==> src/rtl/c3lib_rst_seq_pkg.sv <==
// c3lib_rst_seq_pkg: state encoding and parameter legal ranges for the reset sequencer.
// Optional soft reset states are compiled in with C3LIB_RST_SEQ_SOFT_RST_EN.
package c3lib_rst_seq_pkg;

    localparam int SYNC_STAGES_MIN      = 2;
    localparam int SYNC_STAGES_MAX      = 4;
    localparam int DEASSERT_CYCLES_MIN  = 1;
    localparam int DEASSERT_CYCLES_MAX  = 255;
    localparam int SOFT_HOLD_CYCLES_MIN = 1;
    localparam int SOFT_HOLD_CYCLES_MAX = 255;

    typedef enum logic [2:0] {
        ST_RESET = 3'd0,
        ST_COUNT = 3'd1,
        ST_RUN   = 3'd2
`ifdef C3LIB_RST_SEQ_SOFT_RST_EN
        ,
        ST_SOFT  = 3'd3,
        ST_ACK   = 3'd4
`endif
    } rst_seq_state_e;

    // States in which the domain is out of reset.
    function automatic logic is_live(input rst_seq_state_e s);
`ifdef C3LIB_RST_SEQ_SOFT_RST_EN
        return s == ST_RUN || s == ST_ACK;
`else
        return s == ST_RUN;
`endif
    endfunction

endpackage

==> src/rtl/c3lib_rst_sync_chain.sv <==
// c3lib_rst_sync_chain: reset-deassert synchronizer, STAGES flops async-cleared by rst_n, input tied high.
// Flops carry a don't-touch attribute when USER_MACROS_ON is defined.
module c3lib_rst_sync_chain #(
    parameter int STAGES = 2
) (
    input  logic clk,
    input  logic rst_n,
    output logic sync_out
);

`ifdef USER_MACROS_ON
    (* dont_touch = "true" *)
`endif
    logic [STAGES-1:0] q;

    // Shift a constant one through the chain once reset is released.
    always_ff @(posedge clk or negedge rst_n)
        if (!rst_n) q <= '0;
        else        q <= {q[STAGES-2:0], 1'b1};

    assign sync_out = q[STAGES-1];

endmodule

==> src/rtl/c3lib_rst_seq.sv <==
// c3lib_rst_seq: per-domain reset sequencer, async assert / sync deassert with programmable hold-off.
// Defining C3LIB_RST_SEQ_SOFT_RST_EN adds the soft_rst_req/soft_rst_ack four-phase soft reset.
module c3lib_rst_seq
    import c3lib_rst_seq_pkg::*;
#(
    parameter int SYNC_STAGES      = 2,
    parameter int DEASSERT_CYCLES  = 16,
    parameter int SOFT_HOLD_CYCLES = 8
) (
    input  logic clk,
    input  logic rst_n,
`ifdef C3LIB_RST_SEQ_SOFT_RST_EN
    input  logic soft_rst_req,
    output logic soft_rst_ack,
`endif
    output logic rst_n_out,
    output logic rst_done
);

    localparam int CNT_MAX = (DEASSERT_CYCLES > SOFT_HOLD_CYCLES) ? DEASSERT_CYCLES : SOFT_HOLD_CYCLES;
    localparam int CW      = $clog2(CNT_MAX + 1);
    localparam logic [CW-1:0] CNT_SAT       = CW'(CNT_MAX);
    localparam logic [CW-1:0] DEASSERT_LAST = CW'(DEASSERT_CYCLES - 1);
`ifdef C3LIB_RST_SEQ_SOFT_RST_EN
    localparam logic [CW-1:0] SOFT_LAST     = CW'(SOFT_HOLD_CYCLES);
`endif

    if (SYNC_STAGES < SYNC_STAGES_MIN || SYNC_STAGES > SYNC_STAGES_MAX) begin : g_bad_sync
        $error("c3lib_rst_seq: SYNC_STAGES %0d out of range", SYNC_STAGES);
    end
    if (DEASSERT_CYCLES < DEASSERT_CYCLES_MIN || DEASSERT_CYCLES > DEASSERT_CYCLES_MAX) begin : g_bad_deassert
        $error("c3lib_rst_seq: DEASSERT_CYCLES %0d out of range", DEASSERT_CYCLES);
    end
    if (SOFT_HOLD_CYCLES < SOFT_HOLD_CYCLES_MIN || SOFT_HOLD_CYCLES > SOFT_HOLD_CYCLES_MAX) begin : g_bad_soft
        $error("c3lib_rst_seq: SOFT_HOLD_CYCLES %0d out of range", SOFT_HOLD_CYCLES);
    end

    rst_seq_state_e state, state_next;
    logic [CW-1:0]  cnt, cnt_next;
    logic           counting;
    logic           sync_done;
`ifdef C3LIB_RST_SEQ_SOFT_RST_EN
    logic           soft_pend, soft_pend_next;
`endif

    c3lib_rst_sync_chain #(.STAGES(SYNC_STAGES)) u_sync (
        .clk      (clk),
        .rst_n    (rst_n),
        .sync_out (sync_done)
    );

    // Next state; the counter runs only while staying in a timed state and clears on every transition.
    always_comb begin
        state_next = state;
        counting   = 1'b0;
        case (state)
            ST_RESET: state_next = sync_done ? ST_COUNT : ST_RESET;
            ST_COUNT: begin
                counting = 1'b1;
`ifdef C3LIB_RST_SEQ_SOFT_RST_EN
                if (cnt == DEASSERT_LAST) state_next = soft_pend ? ST_ACK : ST_RUN;
`else
                if (cnt == DEASSERT_LAST) state_next = ST_RUN;
`endif
            end
`ifdef C3LIB_RST_SEQ_SOFT_RST_EN
            ST_RUN:   state_next = soft_rst_req ? ST_SOFT : ST_RUN;
            ST_SOFT: begin
                counting = 1'b1;
                if (cnt == SOFT_LAST) state_next = ST_COUNT;
            end
            ST_ACK:   state_next = soft_rst_req ? ST_ACK : ST_RUN;
`else
            ST_RUN:   state_next = ST_RUN;
`endif
            default:  state_next = ST_RESET;
        endcase
        cnt_next = (counting && state_next == state) ? ((cnt == CNT_SAT) ? cnt : cnt + CW'(1)) : '0;
    end

    // State, counter and registered outputs; rst_done needs a full live cycle before rising.
    always_ff @(posedge clk or negedge rst_n)
        if (!rst_n) begin
            state     <= ST_RESET;
            cnt       <= '0;
            rst_n_out <= 1'b0;
            rst_done  <= 1'b0;
        end else begin
            state     <= state_next;
            cnt       <= cnt_next;
            rst_n_out <= is_live(state_next);
            rst_done  <= is_live(state_next) && is_live(state);
        end

`ifdef C3LIB_RST_SEQ_SOFT_RST_EN
    assign soft_pend_next = (state_next == ST_SOFT) || (soft_pend && state_next != ST_ACK);

    // Remember that the current deassert sequence came from a soft request, and drive the acknowledge.
    always_ff @(posedge clk or negedge rst_n)
        if (!rst_n) begin
            soft_pend    <= 1'b0;
            soft_rst_ack <= 1'b0;
        end else begin
            soft_pend    <= soft_pend_next;
            soft_rst_ack <= state_next == ST_ACK;
        end
`endif

endmodule

==> config.mk <==
export PLATFORM = sky130hd
export DESIGN_NAME = c3lib_rst_seq
export DESIGN_NICKNAME = d
export VERILOG_FILES = /design/src/rtl/c3lib_rst_seq_pkg.sv /design/src/rtl/c3lib_rst_sync_chain.sv /design/src/rtl/c3lib_rst_seq.sv
export SDC_FILE = /design/constraint.sdc
export NUM_CORES = 1
export LEC_CHECK = 0
export CORE_MARGIN = 1.5
export CORE_UTILIZATION = 30
export CTS_BUF_LIST = sky130_fd_sc_hd__clkbuf_4 sky130_fd_sc_hd__clkbuf_8
export CTS_CLUSTER_DIAMETER = 120
export DETAILED_ROUTE_END_ITERATION = 8
export PLACE_DENSITY = 0.58
export RECOVER_POWER = 25
export SETUP_SLACK_MARGIN = 0.2
export SKIP_LAST_GASP = 1
export SLEW_MARGIN = 0
export SYNTH_ARGS = -nofsm -noshare
export SYNTH_HDL_FRONTEND = slang
export SYNTH_SLANG_ARGS = --single-unit
export TNS_END_PERCENT = 5
==> constraint.sdc <==
create_clock -name clk -period 5.4 [get_ports clk]
set_clock_uncertainty 0.15 [all_clocks]
set_input_delay 1.35 -clock clk [delete_from_list [all_inputs] [get_ports clk]]
set_output_delay 1.35 -clock clk [all_outputs]
set_load 0.03 [all_outputs]
==> results.py, run 1 <==
metrics = {
    "timing": {
        "holdWs_ps": 201,
        "setup_tns_ps": 0,
        "min_period_over_period_pct": 51.1,
        "slew-limit-headroom_pct": 64.7,
        "fin_crit_ps": 2760,
        "drv_slew": 0,
        "hold_viol": 0,
        "setup_violations": 0,
        "fmax_mhz": 363,
        "worst_slew_pin_slew_ps": 527,
        "rsz0062_at_grt": "false",
    },
    "synth": {
        "ys_seq_elements": 12,
        "syn_nets": 47,
        "ys.flop_type": "dfrtp_1",
        "synth_edf_count": 0,
        "synthCells": 42,
        "yosysWarningCount": 0,
        "syn-cell-area_um2": 503,
        "seq_area_frac_synth_pct": 59.7,
        "synthDistinctLibCells": 19,
        "avgSynthCellArea_um2": 12.0,
        "async_flop_share_pct": 100,
    },
    "die": {
        "die_w_um": 43.9,
        "coreArea_mm2": 0.00154,
        "initial_core_util_pct": 32.6,
        "num_rows": 14,
        "pin_count": 4,
        "die_height_um": 43.9,
        "die_area_mm2": 0.00193,
    },
    "critical_path": {
        "crit_fanout": 1,
        "critPathTopFamily": "buffers and inverters",
        "endpoint_kind": "output pin",
        "max_stage_delay_ps": 660,
        "slowest_stage": "clkdlybuf4s50_1",
        "timing.critical_path.required_ps": 3900,
        "crit_buf_inv": 1,
        "crit_chain": "clkdlybuf4s50_1",
        "path_class": "flop to output pin",
        "arrival_ps": 1260,
        "cp-start-kind": "flop",
    },
    "cts": {
        "cts_resized": 0,
        "hold_buffers": 0,
        "insertion_delay_ps": 280,
        "post_cts_buffers": 0,
        "h-tree-depth": 1,
        "clk_pin_slew_ps": 70,
        "cts_root_buffer": "clkbuf_4",
        "clk_path_buf_depth": 2,
        "cts_tree": "built",
        "cts_sinks": 12,
        "numCtsBuffers": 3,
    },
    "placed_design": {
        "dp_cells": 61,
        "hpwl_um": 492,
        "place.gp.congestion": 0.684,
        "port_buffers": 3,
    },
    "grt": {
        "grt_pass1_vias": 309,
        "grt_usage_pct": 9.93,
        "grt_pass1_wl_um": 1300,
        "overflow": 0,
        "antenna_found_initial": 0,
        "grt_max_degree": 13,
    },
    "cells_and_area": {
        "num_antenna_cells": 0,
        "nets": 55,
        "utilization_pct": 37.9,
        "final_cell_count_no_fill": 65,
        "area_growth_pct": 16.2,
        "drive_gt1_share_pct": 12.2,
        "layout_commonest_cell": "dfrtp_1",
        "final_cell_mix": "dfrtp_1, nor2_1, inv_1",
    },
    "power_and_ir_drop": {
        "p_leak_nw": 0.260,
        "ir_drop_mv": 0.157,
        "power_mw": 0.173,
        "powerDensity_mw_per_mm2": 295,
    },
    "hold_path": {
        "hp-class": "flop to flop",
    },
    "run_status": {
        "run_status": "finished clean",
    },
    "routing": {
        "vias": 281,
        "drtPass1Iterations": 3,
        "wl_per_cell_um": 10.8,
        "drt_iter0_drc": 5,
        "routed_wl_um": 705,
        "avgViaCountPerCell": 4.32,
        "ant_nets": 0,
        "drc": 0,
    },
    "flow_run": {
        "maxCapViolCount": 0,
    },
}
## routing by layer
layer,up-vias,share of wire [%],GRT usage [%]
met2,4,43,13.2
met4,0,3.0,7.27
met5,-,0,0
li1,146,-,-
met3,3,2.1,3.75
met1,128,51,13.0
## cells by family after synthesis
group,count (synthesis),synth area share [%]
flops,12,59.7
buf+inv,4,2.98
simple gates,14,16.4
fa+ha+maj,3,7.46
compound gates,2,2.49
other cells,2,1.49
xor+xnor,3,5.22
mux,2,4.23
## worst reg2reg max path, cell delays in order, from the launching register on
cell,delay (ps)
dfrtp_1,410
ha_1,210
and3_1,190
ha_1,190
nand2b_1,150
or3_1,400
nor3_1,210
## power breakdown
part | internal, mW | total, mW | switching, mW
clock | 0.0410 | 0.0723 | 0.0313
sequential | 0.0920 | 0.0938 | 0.00175
combinational | 0.00253 | 0.00645 | 0.00392
## area by class of cell
| class | count | area [um^2] |
|---|---|---|
| Fill cell | 157 | 957 |
| Sequential cell | 12 | 300 |
| Multi-Input combinational cell | 26 | 183 |
| Clock buffer | 4 | 36.3 |
| Timing Repair Buffer | 3 | 30.0 |
| Tap cell | 16 | 20.0 |
| Inverter | 4 | 15.0 |
## through the flow
step                worst slack [ps]  cell area, um^2
finish                          2640              584
global route                    2590              584
CTS                             2620              589
detailed placement              2930              553
global placement                2940              553
floorplan                       3430              503
## state kept, by name, summed over array words and instances, names as in the netlist
name / count
cnt: 5
state: 3
u_sync.q: 2
rst_done: 1
rst_n_out: 1
## cells in the mapped netlist (all sizes together), types with 2 or more instances
master	instances	area, um^2
conb	2	7.51
inv	4	15.0
nand2b	2	12.5
dfrtp	12	300
xnor2	2	17.5
ha	3	37.5
nor2	5	18.8
## path summary, 6_finish.rpt
| kind | slack (ps) | from | endpoint | cells after the start |
|---|---|---|---|---|
| worst max-delay path | 2640 | rst_done | rst_done | 1 |
| worst min-delay path | 200 | u_sync.q[0] | u_sync.q[1] | 0 |
| worst max register to register | 3410 | cnt[1] | cnt[2] | 6 |
| worst min register to register | 200 | u_sync.q[0] | u_sync.q[1] | 0 |
| max in group asynchronous | 3480 | rst_n | rst_done | 1 |
| min in group asynchronous | 1260 | rst_n | cnt[1] | 1 |
Power figures use the tool's default switching activity.
==> run 2: changes to the inputs <==
PLACE_DENSITY = 0.59   (was 0.58)
clock period = 2.3 ns   (was 5.4 ns; I/O delays follow)
==> run 2 against run 1 <==
Cell count did not move. Register-to-register slack got worse by 3100 ps. Global-route usage shrank 1.1 points. Combinational power increased by 130%. Die area unchanged. First-iteration DRC count decreased by 80%. Largest cell class unchanged. Sequential cell count stayed put. Clock power increased by 120%. Critical path type unchanged. Routed wire length fell by 13%.
==> results.py, run 2 (same netlist as run 1, synthesis figures left out) <==
metrics = {
    "grt": {
        "grt_pass1_vias": 300,
        "grt_pass1_wl_um": 1220,
        "overflow": 0,
        "antenna_found_initial": 0,
        "grt_usage_pct": 8.82,
        "grt_max_degree": 13,
    },
    "cells_and_area": {
        "final_cell_mix": "dfrtp_1, nor2_1, inv_1",
        "largest_reg_flops": 5,
        "num_antenna_cells": 0,
        "drive_gt1_share_pct": 14.3,
        "design_area_um2": 589,
        "top_register": "cnt",
        "nets": 55,
        "reg_top3": "cnt (5), state (3), u_sync.q (2)",
        "final_cell_count_no_fill": 65,
        "layout_commonest_cell": "dfrtp_1",
        "area_growth_pct": 17.2,
    },
    "cts": {
        "hold_buffers": 0,
        "clk_path_buf_depth": 2,
        "insertion_delay_ps": 260,
        "h-tree-depth": 1,
        "post_cts_buffers": 0,
        "numCtsBuffers": 3,
        "cts_sinks": 12,
        "cts_root_buffer": "clkbuf_4",
        "clk_pin_slew_ps": 70,
        "cts_resized": 0,
        "cts_tree": "built",
    },
    "power_and_ir_drop": {
        "power_mw": 0.397,
        "p_leak_nw": 0.262,
        "ir_drop_mv": 0.385,
        "powerDensity_mw_per_mm2": 673,
    },
    "timing": {
        "worst_slew_pin_slew_ps": 507,
        "hold_viol": 0,
        "setup_tns_ps": 0,
        "setup_violations": 0,
        "min_period_over_period_pct": 86.0,
        "fin_crit_ps": 1980,
        "fmax_mhz": 506,
        "holdWs_ps": 204,
        "drv_slew": 0,
        "slew-limit-headroom_pct": 66.1,
        "rsz0062_at_grt": "false",
    },
    "critical_path": {
        "crit_cells": 1,
        "endpoint_kind": "output pin",
        "r2r_slack_ps": 360,
        "slowest_stage": "clkdlybuf4s50_1",
        "critPathTopFamily": "buffers and inverters",
        "startpoint": "rst_done",
        "r2r_start": "cnt[0]",
        "arrival_ps": 1250,
        "timing.critical_path.required_ps": 1570,
        "path_class": "flop to output pin",
        "crit_buf_inv": 1,
        "cp-start-kind": "flop",
        "crit_chain": "clkdlybuf4s50_1",
        "crit_fanout": 1,
        "max_stage_delay_ps": 660,
        "worst_r2r_path_depth": 6,
    },
    "routing": {
        "wl_per_cell_um": 9.45,
        "routed_wl_um": 614,
        "vias": 285,
        "avgViaCountPerCell": 4.38,
        "drc": 0,
        "drtPass1Iterations": 2,
        "drt_iter0_drc": 1,
        "ant_nets": 0,
    },
    "hold_path": {
        "hp-class": "flop to flop",
        "hp-start": "u_sync.q[0]",
        "min_path_cells": 0,
    },
    "die": {
        "die_w_um": 43.9,
        "coreArea_mm2": 0.00154,
        "initial_core_util_pct": 32.6,
        "pin_count": 4,
        "num_rows": 14,
        "die_height_um": 43.9,
        "die_area_mm2": 0.00193,
    },
    "flow_run": {
        "maxCapViolCount": 0,
    },
    "placed_design": {
        "dp_cells": 61,
        "hpwl_um": 488,
        "placed_cell_area_um2": 553,
        "place.gp.congestion": 0.728,
        "port_buffers": 3,
    },
    "run_status": {
        "run_status": "finished clean",
    },
}
==> run 2: changes by cell type in the layout (fill, tap and decap cells not counted) <==
cell             delta
or3_1               -1
clkdlybuf4s50_1     -1
dlygate4sd3_1       +1
or3_4               +1
==> run 2: through the flow <==
step / util, % / setup slack [ps]
floorplan: - / 470
global route: 38.2 / 244
CTS: 38.2 / 297
detailed placement: 35.9 / 376
finish: 38.2 / 322
global placement: 35.9 / 389
==> run 2: routing by layer <==
layer | GRT usage (%) | share of wire, % | vias up
li1 | - | - | 146
met1 | 11.4 | 46 | 136
met2 | 12.9 | 49 | 1
met3 | 1.25 | 2.0 | 2
met4 | 7.27 | 2.3 | 0
met5 | 0 | 0 | -
==> run 2: layout make-up <==
type / instances / area, um^2
clock buffers: 4 / 36.3
fillers: 151 / 952
inverters: 4 / 15.0
multi-input cells: 26 / 188
flip-flops and latches: 12 / 300
well taps: 16 / 20.0
repair buffers: 3 / 30.0
==> run 2: worst paths after layout <==
check | endpoint
setup / recovery | rst_done
hold reg to reg | u_sync.q[1]
setup reg to reg | cnt[2]
min in group asynchronous | rst_n_out
max in group asynchronous | state[0]
hold / removal | u_sync.q[1]
==> run 2: power by group <==
group | internal, mW | switching (mW) | leakage, nW
Combinational | 0.00633 | 0.00881 | 0.0823
Clock | 0.0960 | 0.0651 | 0.0210
Sequential | 0.216 | 0.00418 | 0.159
Total | 0.318 | 0.0781 | 0.262
==> run 3: changes to the inputs <==
PLACE_DENSITY = not set   (was 0.59)
PLACE_DENSITY_LB_ADDON = 0.08   (was not set)
==> run 3 against run 2 <==
Routed wire length grew 26%. Die area is the same. Cell count did not move. Largest power group unchanged. Clock power is 5% higher. Utilization did not move. Non-clock buffer count unchanged. Hold slack improved by 12 ps. Design area unchanged. Sequential cell count did not move. Highest routed layer is now met3.
==> results.py, run 3 (same netlist as run 1, synthesis figures left out) <==
metrics = {
    "cts": {
        "cts_root_buffer": "clkbuf_4",
        "cts_tree": "built",
        "h-tree-depth": 1,
        "hold_buffers": 0,
        "cts_resized": 0,
        "clk_path_buf_depth": 2,
        "insertion_delay_ps": 270,
        "clk_pin_slew_ps": 80,
        "cts_sinks": 12,
        "numCtsBuffers": 3,
        "post_cts_buffers": 0,
    },
    "grt": {
        "antenna_found_initial": 0,
        "grt_usage_pct": 10.4,
        "grt_pass1_vias": 305,
        "grt_max_degree": 13,
        "grt_pass1_wl_um": 1320,
        "overflow": 0,
    },
    "routing": {
        "wl_per_cell_um": 11.9,
        "ant_nets": 0,
        "avgViaCountPerCell": 4.62,
        "drtPass1Iterations": 3,
        "vias": 300,
        "drt_iter0_drc": 2,
        "routed_wl_um": 772,
        "drc": 0,
    },
    "cells_and_area": {
        "utilization_pct": 38.2,
        "area_growth_pct": 17.2,
        "reg_top3": "cnt (5), state (3), u_sync.q (2)",
        "final_cell_mix": "dfrtp_1, nor2_1, inv_1",
        "top_register": "cnt",
        "largest_reg_flops": 5,
        "nFillCells": 149,
        "nets": 55,
        "layout_commonest_cell": "dfrtp_1",
        "drive_gt1_share_pct": 14.3,
        "num_antenna_cells": 0,
    },
    "timing": {
        "layout_setup_ws_ps": 313,
        "slew-limit-headroom_pct": 64.7,
        "fmax_mhz": 503,
        "setup_tns_ps": 0,
        "setup_violations": 0,
        "rsz0062_at_grt": "false",
        "drv_slew": 0,
        "hold_viol": 0,
        "worst_slew_pin_slew_ps": 528,
        "min_period_over_period_pct": 86.4,
        "fin_crit_ps": 1990,
    },
    "power_and_ir_drop": {
        "p_seq_share_pct": 54.4,
        "ir_drop_mv": 0.286,
        "p_int_mw": 0.319,
        "power.net_switching_mw": 0.0868,
        "p_leak_nw": 0.262,
        "comb_power_share_pct": 3.8,
        "powerDensity_mw_per_mm2": 688,
        "power.share.switching_pct": 21.4,
        "power_frac_clock_pct": 41.8,
    },
    "run_status": {
        "run_status": "finished clean",
    },
    "placed_design": {
        "preCtsSetupSlack_ps": 365,
        "hpwl_um": 550,
        "place.gp.congestion": 0.782,
        "port_buffers": 3,
    },
    "die": {
        "pin_count": 4,
        "coreArea_mm2": 0.00154,
        "die_w_um": 43.9,
        "num_rows": 14,
        "initial_core_util_pct": 32.6,
        "die_area_mm2": 0.00193,
        "die_height_um": 43.9,
    },
    "critical_path": {
        "arrival_ps": 1260,
        "cp-start-kind": "flop",
        "path_class": "flop to output pin",
        "crit_fanout": 1,
        "crit_buf_inv": 1,
        "timing.critical_path.required_ps": 1570,
        "crit_chain": "clkdlybuf4s50_1",
        "slowest_stage": "clkdlybuf4s50_1",
        "critPathTopFamily": "buffers and inverters",
        "endpoint_kind": "output pin",
        "max_stage_delay_ps": 660,
    },
    "hold_path": {
        "hp-class": "flop to flop",
    },
    "flow_run": {
        "maxCapViolCount": 0,
    },
}
-- run 3: cell counts in the layout (fill, tap and decap cells not counted) --
Identical to the previous run, type by type.
-- run 3: path summary, 6_finish.rpt --
path                       slack [ps]          end        start  cells after the start
setup / recovery                  310    rst_n_out    rst_n_out                      1
hold / removal                    220  u_sync.q[1]  u_sync.q[0]                      0
setup reg to reg                  350       cnt[2]       cnt[1]                      6
hold reg to reg                   220  u_sync.q[1]  u_sync.q[0]                      0
max in group asynchronous        1090    rst_n_out        rst_n                      1
min in group asynchronous         560       cnt[4]        rst_n                      1
-- run 3: layout make-up --
cell class	count	area, um^2	share of cell area (%)
inverter	4	15.0	2.55
multi-input combinational	26	188	31.8
clock buffer	4	36.3	6.16
tap	16	20.0	3.40
timing repair buffer	3	30.0	5.10
sequential	12	300	51.0
-- run 3: routing by layer --
metal | track usage, % | wire length (um) | up-vias
li1 | - | - | 148
met1 | 11.8 | 368 | 149
met2 | 15.3 | 373 | 3
met3 | 3.75 | 30 | 0
met4 | 9.09 | 0 | 0
met5 | 0 | 0 | -
-- run 3: metrics by stage --
step                      power [mW]  hold WS (ps)  instance area, um^2  instances
after floorplan                0.233           129                  503         42
after global placement         0.240           182                  553         61
after detailed placement       0.241           201                  553         61
after CTS                      0.413           220                  589         65
after global routing           0.427           225                  589         65
final                          0.405           216                  589         65
-- run 3: power by group through the flow --
stage	logic, mW	registers (mW)	clock network, mW
2_1_floorplan	0.00893	0.224	0
3_3_place_gp	0.0157	0.224	0
3_5_place_dp	0.0163	0.225	0
4_1_cts	0.0167	0.221	0.176
5_1_grt	0.0185	0.221	0.187
6_report	0.0155	0.221	0.169
